**src/rtl/wb_master_pkg.sv**
```systemverilog
// Shared encodings and sizing helpers for the Wishbone single-transfer initiator.
package wb_master_pkg;

  localparam logic [1:0] SZ_BYTE = 2'd0;
  localparam logic [1:0] SZ_HALF = 2'd1;
  localparam logic [1:0] SZ_WORD = 2'd2;

  typedef enum logic [1:0] {
    StIdle,
    StBus,
    StResp
  } state_e;

  // Counter only has to reach cycles-1; keep at least one bit for cycles == 1.
  function automatic int unsigned cnt_width(input int unsigned cycles);
    return (cycles > 1) ? $clog2(cycles) : 1;
  endfunction

endpackage

```
**src/rtl/wb_lane_align.sv**
```systemverilog
// Byte-lane steering: select generation, store data replication and load data
// alignment with sign/zero extension for a 32-bit bus.
module wb_lane_align
  import wb_master_pkg::*;
(
  input  logic [1:0]  size_i,
  input  logic [1:0]  offset_i,
  input  logic        unsigned_i,
  input  logic [31:0] wdata_i,
  input  logic [31:0] rdata_i,
  output logic [3:0]  sel_o,
  output logic [31:0] wdata_o,
  output logic [31:0] rdata_o
);

  logic [31:0] shifted;

  always_comb begin
    shifted = rdata_i >> {offset_i, 3'b000};
    sel_o   = 4'b0000;
    wdata_o = wdata_i;
    rdata_o = '0;
    case (size_i)
      SZ_BYTE: begin
        sel_o   = 4'b0001 << offset_i;
        wdata_o = {4{wdata_i[7:0]}};
        rdata_o = unsigned_i ? {24'd0, shifted[7:0]} : {{24{shifted[7]}}, shifted[7:0]};
      end
      SZ_HALF: begin
        sel_o   = 4'b0011 << offset_i;
        wdata_o = {2{wdata_i[15:0]}};
        rdata_o = unsigned_i ? {16'd0, shifted[15:0]} : {{16{shifted[15]}}, shifted[15:0]};
      end
      SZ_WORD: begin
        sel_o   = 4'b1111;
        rdata_o = shifted;
      end
      default: ;
    endcase
  end

endmodule

```
**src/rtl/wb_master_port.sv**
```systemverilog
// Wishbone classic initiator: one outstanding load/store, with misalignment,
// bus error and timeout all folded into a single error response.
module wb_master_port
  import wb_master_pkg::*;
#(
  parameter int unsigned WB_DATA_WIDTH  = 32,
  parameter int unsigned WB_ADDR_WIDTH  = 32,
  parameter int unsigned WB_SEL_WIDTH   = 4,
  parameter int unsigned TIMEOUT_CYCLES = 255
) (
  input  logic                     clk_i,
  input  logic                     rst_i,
  input  logic                     req_valid_i,
  output logic                     req_ready_o,
  input  logic                     req_we_i,
  input  logic [WB_ADDR_WIDTH-1:0] req_addr_i,
  input  logic [1:0]               req_size_i,
  input  logic                     req_unsigned_i,
  input  logic [WB_DATA_WIDTH-1:0] req_wdata_i,
  output logic                     rsp_valid_o,
  output logic [WB_DATA_WIDTH-1:0] rsp_rdata_o,
  output logic                     rsp_err_o,
  output logic [WB_ADDR_WIDTH-1:0] wb_addr_o,
  output logic [WB_DATA_WIDTH-1:0] wb_data_o,
  output logic                     wb_we_o,
  output logic [WB_SEL_WIDTH-1:0]  wb_sel_o,
  output logic                     wb_stb_o,
  output logic                     wb_cyc_o,
  input  logic                     wb_ack_i,
  input  logic                     wb_err_i,
  input  logic [WB_DATA_WIDTH-1:0] wb_data_i
);

  localparam int unsigned CntW = cnt_width(TIMEOUT_CYCLES);
  localparam logic [CntW-1:0] CntLast = CntW'(TIMEOUT_CYCLES - 1);

  state_e          state_q;
  logic [CntW-1:0] cnt_q;
  logic [1:0]      size_q;
  logic [1:0]      offset_q;
  logic            unsigned_q;

  logic            accept;
  logic            req_legal;
  logic [1:0]      al_size;
  logic [1:0]      al_offset;
  logic            al_unsigned;
  logic [3:0]      al_sel;
  logic [31:0]     al_wdata;
  logic [31:0]     al_rdata;

  assign req_ready_o = (state_q == StIdle);
  assign accept      = req_valid_i && req_ready_o;

  always_comb begin
    case (req_size_i)
      SZ_BYTE: req_legal = 1'b1;
      SZ_HALF: req_legal = ~req_addr_i[0];
      SZ_WORD: req_legal = (req_addr_i[1:0] == 2'b00);
      default: req_legal = 1'b0;
    endcase
  end

  // The aligner serves the live request while idle and the latched one during the bus cycle.
  always_comb begin
    al_size     = req_ready_o ? req_size_i      : size_q;
    al_offset   = req_ready_o ? req_addr_i[1:0] : offset_q;
    al_unsigned = req_ready_o ? req_unsigned_i  : unsigned_q;
  end

  wb_lane_align u_lane_align (
    .size_i     (al_size),
    .offset_i   (al_offset),
    .unsigned_i (al_unsigned),
    .wdata_i    (req_wdata_i),
    .rdata_i    (wb_data_i),
    .sel_o      (al_sel),
    .wdata_o    (al_wdata),
    .rdata_o    (al_rdata)
  );

  always_ff @(posedge clk_i) begin
    if (rst_i) begin
      state_q     <= StIdle;
      cnt_q       <= '0;
      size_q      <= SZ_BYTE;
      offset_q    <= 2'b00;
      unsigned_q  <= 1'b0;
      rsp_valid_o <= 1'b0;
      rsp_err_o   <= 1'b0;
      rsp_rdata_o <= '0;
      wb_cyc_o    <= 1'b0;
      wb_stb_o    <= 1'b0;
      wb_we_o     <= 1'b0;
      wb_sel_o    <= '0;
      wb_addr_o   <= '0;
      wb_data_o   <= '0;
    end else begin
      rsp_valid_o <= 1'b0;
      unique case (state_q)
        StIdle: begin
          if (accept) begin
            size_q     <= req_size_i;
            offset_q   <= req_addr_i[1:0];
            unsigned_q <= req_unsigned_i;
            cnt_q      <= '0;
            if (req_legal) begin
              wb_cyc_o  <= 1'b1;
              wb_stb_o  <= 1'b1;
              wb_we_o   <= req_we_i;
              wb_sel_o  <= al_sel;
              wb_addr_o <= {req_addr_i[WB_ADDR_WIDTH-1:2], 2'b00};
              wb_data_o <= al_wdata;
              state_q   <= StBus;
            end else begin
              rsp_err_o   <= 1'b1;
              rsp_rdata_o <= '0;
              state_q     <= StResp;
            end
          end
        end
        StBus: begin
          cnt_q <= cnt_q + 1'b1;
          if (wb_err_i || wb_ack_i || (cnt_q == CntLast)) begin
            wb_cyc_o <= 1'b0;
            wb_stb_o <= 1'b0;
            wb_sel_o <= '0;
            cnt_q    <= '0;
            state_q  <= StResp;
            if (!wb_err_i && wb_ack_i) begin
              rsp_err_o   <= 1'b0;
              rsp_rdata_o <= wb_we_o ? '0 : al_rdata;
            end else begin
              rsp_err_o   <= 1'b1;
              rsp_rdata_o <= '0;
            end
          end
        end
        StResp: begin
          rsp_valid_o <= 1'b1;
          state_q     <= StIdle;
        end
        default: state_q <= StIdle;
      endcase
    end
  end

endmodule
```
**config.mk**
```make
export PLATFORM = sky130hd
export DESIGN_NAME = wb_master_port
export DESIGN_NICKNAME = d
export VERILOG_FILES = /design/src/rtl/wb_master_pkg.sv /design/src/rtl/wb_lane_align.sv /design/src/rtl/wb_master_port.sv
export SDC_FILE = /design/constraint.sdc
export NUM_CORES = 1
export LEC_CHECK = 0
export ABC_AREA = 1
export BUFFER_PORTS_ARGS = -buffer_cell sky130_fd_sc_hd__buf_2
export CORE_UTILIZATION = 46
export DETAILED_ROUTE_END_ITERATION = 8
export HOLD_SLACK_MARGIN = 0.05
export PLACE_DENSITY_LB_ADDON = 0.3
export SYNTH_ARGS = -nofsm -noshare
export SYNTH_HDL_FRONTEND = slang
export SYNTH_HIERARCHICAL = 1
export SYNTH_SLANG_ARGS = --single-unit
export TNS_END_PERCENT = 10
```
**constraint.sdc**
```tcl
create_clock -name clk_i -period 2 [get_ports clk_i]
set_clock_uncertainty 0.05 [all_clocks]
set_input_delay 0 -clock clk_i [delete_from_list [all_inputs] [get_ports clk_i]]
set_output_delay 0 -clock clk_i [all_outputs]
set_load 0.005 [all_outputs]
```
# After elaboration in Yosys (flattened, before gate mapping)
# Cells that the tools add are included.
# op_classes
addsub	1
n_eq_ne	11
reduce_logical	16
n_mux	36
bitwise_logic	1
shift	3
# op_table
op	n
two-way mux 32 bit	7
one-hot mux 32 bit (2 select lines)	2
one-hot mux 32 bit (3 select lines)	1
>> shifter 32 x 5 -> 32 bit	1
two-way mux 8 bit	2
one-hot mux 8 bit (2 select lines)	1
two-way mux 4 bit	3
one-hot mux 4 bit (3 select lines)	1
two-way mux 2 bit	5
two-way mux 1 bit	9
adder 8 x 1 -> 8 bit (second input constant)	1
equality test 8 bit (second input constant)	1
zero test 2 bit	4
one-hot mux 4 bit (2 select lines)	1
AND reduction 4 bit	2
equality test 2 x 1 -> 1 bit (second input constant)	3
equality test 2 bit (second input constant)	3
AND reduction 2 bit	3
inequality test 2 x 1 -> 1 bit (second input constant)	2
inequality test 2 bit (second input constant)	2
one-hot mux 1 bit (2 select lines)	2
one-hot mux 2 bit (2 select lines)	1
left shift 1 x 2 -> 4 bit (first input constant)	1
left shift 2 x 2 -> 4 bit (first input constant)	1
other kinds (7)	9
# totals
in_bits	105
ff_bits	117
word_cells	81
output_inout_bits	106

# Longest topological paths before layout
# Gate-level depths: netlist of run 1.
# logic_depth
word_depth	9
depth_mapped	18
ltp_nobuf	15

# Cells and area by module
# The synthesis of run 1 kept the hierarchy.
# modules_own_cells
module	cells_per_inst	seq_area_each_um2	area_per_inst_um2	n_inst
wb_master_port	704	2342.2	4785.8	1
wb_lane_align	299	0.0	1466.4	1

# Worst setup path after synthesis of run 1
# Ideal clock, no wire load.
# synth_path
path_kind	flip-flop to flip-flop
from	register state_q[1]
to	register rsp_rdata_o[21]
path_stages_with_launch	16
setup_time_ns	0.064
slack_ns	-0.128
arrival_time_ns	2.014
synth_period_minus_slack_ns	2.128
required_ns	1.886
n_path_buf	2
cell_sequence	dfxtp_1 nor2_2 clkbuf_1 o21ai_0 inv_4 nand2_4 nor2_2 nand3_4 buf_6 nand3_2 inv_1 nor2_1 nand3_1 nand4_1 nand2_1 nor2_1
# synth_between
elab_cells_between_ends	22
cone_classes	eq/ne (6); shift (1); mux (10); reduce/logical (5)
# synth_rtl
element	line_no	source
start, declared	wb_master_port.sv:37	state_e state_q;
start signal, assigned	wb_master_port.sv:84	state_q <= StIdle;
start signal, assigned	wb_master_port.sv:114	state_q <= StBus;
start signal, assigned	wb_master_port.sv:118	state_q <= StResp;
zero test 2 bit *	wb_master_port.sv:52	assign req_ready_o = (state_q == StIdle);
via req_ready_o	wb_master_port.sv:14	output logic req_ready_o,
two-way mux 2 bit *	wb_master_port.sv:66	al_size = req_ready_o ? req_size_i : size_q;
via al_size[0]	wb_master_port.sv:45	logic [1:0] al_size;
equality test 2 bit, or another cell as far along	wb_lane_align.sv:23	case (size_i)
one-hot mux 32 bit (3 select lines) *	wb_lane_align.sv:23	
via al_rdata[21]	wb_master_port.sv:50	logic [31:0] al_rdata;
two-way mux 32 bit *	wb_master_port.sv:132	rsp_rdata_o <= wb_we_o ? '0 : al_rdata;
two-way mux 32 bit *	wb_master_port.sv:130	if (!wb_err_i && wb_ack_i) begin
two-way mux 32 bit *	wb_master_port.sv:124	if (wb_err_i || wb_ack_i || (cnt_q == CntLast)) begin
one-hot mux 32 bit (2 select lines) *	wb_master_port.sv:100	unique case (state_q)
end signal, assigned	wb_master_port.sv:132	
end, declared	wb_master_port.sv:21	output logic [WB_DATA_WIDTH-1:0] rsp_rdata_o,
# Mark *: on every way through the listed nets, which the timed path passes. The rest lies on a longest branch. The select of a mux whose other input is x is not followed.
# A chain may end at the register's enable or synchronous reset.

# Final worst setup path of run 1
# layout_path
from	register state_q[1]
to	register rsp_rdata_o[19]
# layout_between
elab_cells_between_ends	22
cone_classes	eq/ne (6); shift (1); mux (10); reduce/logical (5)
# layout_rtl
element	line_no
zero test 2 bit *	wb_master_port.sv:52
two-way mux 2 bit *	wb_master_port.sv:66
via al_size[0]	wb_master_port.sv:45
equality test 2 bit, or another cell as far along	wb_lane_align.sv:23
one-hot mux 32 bit (3 select lines) *	wb_lane_align.sv:23
via al_rdata[19]	wb_master_port.sv:50
two-way mux 32 bit *	wb_master_port.sv:132
two-way mux 32 bit *	wb_master_port.sv:130
two-way mux 32 bit *	wb_master_port.sv:124
one-hot mux 32 bit (2 select lines) *	wb_master_port.sv:100
# Marked as above.

==> results of run 1 <==
## area by class of cell
| cell class | count | area, um2 |
|---|---|---|
| fillers | 1120 | 4120 |
| multi-input cells | 698 | 3174 |
| flip-flops and latches | 117 | 2345 |
| repair buffers | 323 | 2280 |
| inverters | 122 | 480.5 |
| clock buffers | 18 | 439.2 |
| well taps | 176 | 220.2 |
| clock inverters | 14 | 176.4 |
| repair inverters | 1 | 7.507 |
## layer usage
layer / share of wire (%) / vias to the layer above / global-route usage (%) / wire (um)
met3: 7.9 / 47 / 7.915 / 1571
met2: 48 / 321 / 47.26 / 9549
li1: - / 3593 / - / -
met5: 0 / - / 0 / 0
met4: 2.9 / 0 / 11.55 / 573
met1: 42 / 3147 / 34.20 / 8315
## path summary, 6_finish.rpt
kind / start / end / slack (ps) / cells past startpoint
max reg2reg: state_q[1] / rsp_rdata_o[19] / -10 / 13
min reg2reg: wb_sel_o[3] / wb_sel_o[3] / 410 / 2
max: state_q[1] / rsp_rdata_o[19] / -10 / 13
min: wb_data_i[31] / rsp_rdata_o[31] / 80 / 7
## worst register-to-register path, cell delays in order, from the launching register on
cell and delay (ps):
dfxtp_2 330, nor2_4 220, nand2_1 150, o21ai_2 110
bufinv_8 220, nand2_4 140, nor2_4 50, nand3_4 150
clkbuf_16 170, nand3_1 70, inv_1 50, nor2_1 40
nor2_1 110, nor2_1 50
## flip-flops by register name (all words and copies together), names as in the netlist
name         count
wb_cyc_o         1
wb_we_o          1
state_q          2
rsp_valid_o      1
rsp_rdata_o     32
size_q           2
cnt_q            8
wb_data_o       32
rsp_err_o        1
unsigned_q       1
wb_sel_o         4
offset_q         2
wb_addr_o       30
## layout by cell type, fill, tap and decap left out, drive strengths merged, types with 3 or more instances in the layout
master,netlist,layout
nand3,44,44
dlygate4sd3,0,77
clkbuf,24,20
dfxtp,117,117
buf,43,244
a21oi,20,20
inv,122,122
o21ai,113,113
nand2,252,252
o211ai,3,3
nor2,257,257
bufinv,0,4
clkinv,0,7
clkinvlp,0,4
## power breakdown
group          switching (mW)  total (mW)  internal [mW]
Combinational            1.13        1.99          0.865
Clock                    1.15        3.15           2.00
Sequential              0.105        2.64           2.54
Total                    2.39        7.79           5.40
## kinds of logic after synthesis
| kind of cell | after synthesis |
|---|---|
| fa+ha+maj | 2 |
| other cells | 1 |
| compound gates | 136 |
| xor+xnor | 1 |
| buf+inv | 189 |
| flops | 117 |
| simple gates | 557 |
## timing repair
| action | in CTS | in global routing |
|---|---|---|
| pin swaps | 1 | 35 |
| setup buffers | 2 | 10 |
| hold endpoints to repair | 83 | 0 |
| gates resized for setup | 2 | 59 |
| gates cloned | 0 | 3 |
| hold buffers | 77 | 0 |
| setup endpoints to repair | 45 | 49 |
==> run metrics, run 1 <==
First-pass DRT Iterations 5; Clock Path Buffers 2; Synth Area in XOR/XNOR 0.1401%; critical path capture point type flip-flop; post-synthesis sequential area ratio 37.46%; Worst setup SP type flip-flop; ANT cells 0; Top FF cell, synth dfxtp_1; IO Pins 211; Vias 7108; top cells by count, synth nor2_1 (251), nand2_1 (246), inv_1 (119), dfxtp_1 (117), o21ai_0 (101); RSZ-0062 raised after global routing yes; max_slew headroom 65.89%; Initial DRC Count 614; die height between 100 and 150 um; Data required, critical path 2260 ps; distinct cell type count after synthesis 28; Critical Path AT 2270 ps; failing checks negative setup slack; Power Total a little under 8 mW; Buffers & Inverters on Critical Path 3; Final min period 2011 ps; Hold Vio Cnt, Final 0; EDFF count, synth 0; most area-consuming cells after synthesis dfxtp_1 (37%), nor2_1 (15%), nand2_1 (15%); Die Wd 118.6 um; final instance area approximately 9100 um2; vias per inst 4.839; DP Cell Count 1345; Synth Area in Adders less than 1%; first-pass GRT wire length 31570 um; pwr/cell area ~850 nW/um2; Layout Utilization 68.89%; WL/cell 13.62 um; post-synthesis to final-layout area growth 45.91%; critical path class flip-flop to flip-flop; FF+latch count, synth 117; largest area contributor in the netlist dfxtp_1; aggregate routed wire length roughly 20000 um; HPWL after DPL 12630 um; clock buffer count from CTS 17; Setup TNS Final -17.50 ps; Overflow after GRT 0; status complete, but fails checks; Synth Area per Inst 6.234 um2; Clock Sinks 117; PortBufs between 200 and 250; core area 13240 um2; LEAKAGE 4.822 nW; setup slack after layout -11.05 ps; clock root buffer clkbuf_16; Hold WS 75.35 ps; DRC viols 0; placed cell area ~7400 um2; gp weighted congestion 0.9406; slowest CP cell dfxtp_2; vias in the first global route 6500; final net count 1387; ANT nets after route 0; critical path peak fanout 8; top-count cell post-synth nor2_1; CTS tree built; largest net degree at the start of global routing 67; Initial Util between 40% and 50%; Mapped Area 6252 um2; max frequency 497.3 MHz; CP most frequent cell nor2_1; crit path cell chain nor2_4, nand2_1, o21ai_2, bufinv_8, nand2_4, nor2_4, nand3_4, clkbuf_16, nand3_1, inv_1, nor2_1, nor2_1, nor2_1; proportion of layout cells with a drive suffix above 1 a little over a quarter; Die ar. about 14000 um2; post-synthesis async set-or-reset flop share 0%; Synth Area in Compound Gates 11.01%; Worst-path clk slew 60 ps; Total Routing Usage GR 28.34%; Slew @ Worst Pin between 500 and 600 ps; H-Tree Depth 4; largest family of logic cells by synthesized area simple AND/OR/NAND/NOR gates; Post-Synth Simple-Gate Area 37.22%; Cells after Synth 1003; Place WS -120.8 ps; count of final setup violators 3; Hold Crit Class primary input to flip-flop; Non-Filler Instances 1469; Clk Latency, worst-skew pair 420 ps; VDD IR-drop max 0.5339 mV; top cell type's share of synthesized area 37.46%; Final Max Tran Viols 0; number of max-cap violations 0; mux share of post-synthesis cell area 0%; CP delay by family, top simple AND/OR/NAND/NOR gates; yosys warns 6; std cell rows 42; final cycle utilization of the critical path 100.6%; crit-path max cell delay 330 ps; initial antenna violation count 0
No activity file was read; power rests on OpenSTA's default activity.
==> inputs of run 2 (changes only) <==
Settings changed: SKIP_LAST_GASP from default to 1.
==> run metrics, run 2 (synthesis gave the netlist of run 1 again) <==
Place WS -120.8 ps (unchanged); Worst setup SP type flip-flop; Clk Latency, worst-skew pair 420 ps (about the same); Power Total 7.773 mW (-0.24%); clock root buffer clkbuf_16; Slew @ Worst Pin 511.9 ps (+0.2364 ps); pwr/cell area 854.3 nW/um2 (about the same); Initial Util 47.21% (unchanged); RSZ-0062 raised after global routing yes; Layout Utilization 68.71% (-0.18 points); IO Pins 211 (unchanged); Critical Path AT 2310 ps (+40 ps); vias in the first global route 6500 (unchanged); vias per inst 4.819 (-0.41%); Vias 7079 (-0.41%); Die ar. 14060 um2 (unchanged); Initial DRC Count 610 (-0.65%); ANT nets after route 0 (unchanged); max_slew headroom 65.87% (about the same); Final min period 2000 ps (-11.19 ps); Total Routing Usage GR 28.34% (unchanged); initial antenna violation count 0 (unchanged); top flop regs rsp_rdata_o (32), wb_data_o (32), wb_addr_o (30); PortBufs 208 (unchanged); first-pass GRT wire length 31570 um (unchanged); CTS tree built; critical path peak fanout 21 (+13); Hold Vio Cnt, Final 0 (unchanged); gp weighted congestion 0.9406 (unchanged); max frequency 500.0 MHz (+0.56%); final net count 1387 (unchanged); DRC viols 1 (+1); final cycle utilization of the critical path 99.99% (-0.56 points); crit-path max cell delay 350 ps (+20 ps); Worst-path clk slew 60 ps (about the same); Clock Path Buffers 2 (unchanged); First-pass DRT Iterations 7 (+2); Overflow after GRT 0 (unchanged); proportion of layout cells with a drive suffix above 1 25.83% (-0.39 points); core area 13240 um2 (unchanged); Hold Crit Class primary input to flip-flop; LEAKAGE 4.827 nW (+0.10%); setup slack after layout 0.1377 ps (+11.19 ps); Final Max Tran Viols 0 (unchanged); most frequent cells in the layout nor2_1 (248), nand2_1 (241), buf_2 (208); number of max-cap violations 0 (unchanged); largest net degree at the start of global routing 67 (unchanged); slowest CP cell dfxtp_2; failing checks design-rule violations; clock buffer count from CTS 17 (unchanged); CP most frequent cell nor2_1; std cell rows 42 (unchanged); WL/cell 13.53 um (-0.70%); H-Tree Depth 4 (unchanged); critical path class flip-flop to flip-flop; ANT cells 0 (unchanged); status complete, but fails checks; die height 118.6 um (unchanged); Data required, critical path 2310 ps (+50 ps); Die Wd 118.6 um (unchanged); post-synthesis to final-layout area growth 45.53%; commonest non-fill, non-tap cell in the layout nor2_1; aggregate routed wire length 19870 um (-0.70%); VDD IR-drop max 0.5319 mV (-0.38%); crit path cell chain nor2_4, buf_6, o21ai_4, inv_4, buf_12, o21ai_0, nor2_1, nor2_1, inv_1, nor2_1, nor2_1, nor2_1; critical path capture point type flip-flop; HPWL after DPL 12630 um (unchanged); Setup TNS Final 0 ps (+17.50 ps); Clock Sinks 117 (unchanged); count of final setup violators 0 (-3)
## run 2: where the power goes
| group | switching, mW | leakage [nW] | internal [mW] |
|---|---|---|---|
| registers | 0.105 | 0.961 | 2.54 |
| clock network | 1.15 | 0.297 | 2.00 |
| logic | 1.12 | 3.57 | 0.858 |
| total | 2.38 | 4.83 | 5.40 |
## run 2: routing by layer
layer  wire (um)  share of wire (%)  vias up  GRT usage (%)
met4         529                2.7        0          11.55
li1            -                  -     3587              -
met5           0                  0        -              0
met1        8222                 41     3115          34.20
met2        9450                 48      336          47.26
met3        1669                8.4       41          7.915
## run 2: cell type report
class	count	area, um2
clock inverter	14	176.4
timing repair buffer	323	2276
timing repair inverter	1	5.005
tap	176	220.2
inverter	122	480.5
sequential	117	2345
multi-input combinational	698	3157
clock buffer	18	439.2
fill	1126	4144
## run 2: what timing repair did
item / 4_1_cts / 5_1_grt
endpoints found under the setup margin: 45 / 49
gates resized for setup: 2 / 48
hold buffers: 77 / 0
gates cloned: 0 / 3
endpoints found under the hold margin: 83 / 0
buffers inserted: 2 / 10
pin swaps: 1 / 19
## run 2: final timing paths
path	from	to	slack (ps)	cells after the start
max	state_q[0]	rsp_rdata_o[6]	0.1	12
min	wb_data_i[31]	rsp_rdata_o[31]	90	7
max reg2reg	state_q[0]	rsp_rdata_o[6]	0.1	12
min reg2reg	wb_sel_o[3]	wb_sel_o[3]	410	2
## run 2: worst max-delay path, delay by kind of cell (launching register included)
kind            cells  cell delay (ps)
flops               1              350
compound gates      2              560
simple gates        6              520
buf+inv             4              450
## run 2: per-stage QoR
step	cell area, um2	hold WS [ps]	std cells
after floorplan	6266	19.07	1004
after global placement	7431	198.9	1345
after detailed placement	7431	200.6	1345
after CTS	8845	65.38	1456
after global routing	9099	96.44	1469
final	9099	91.22	1469
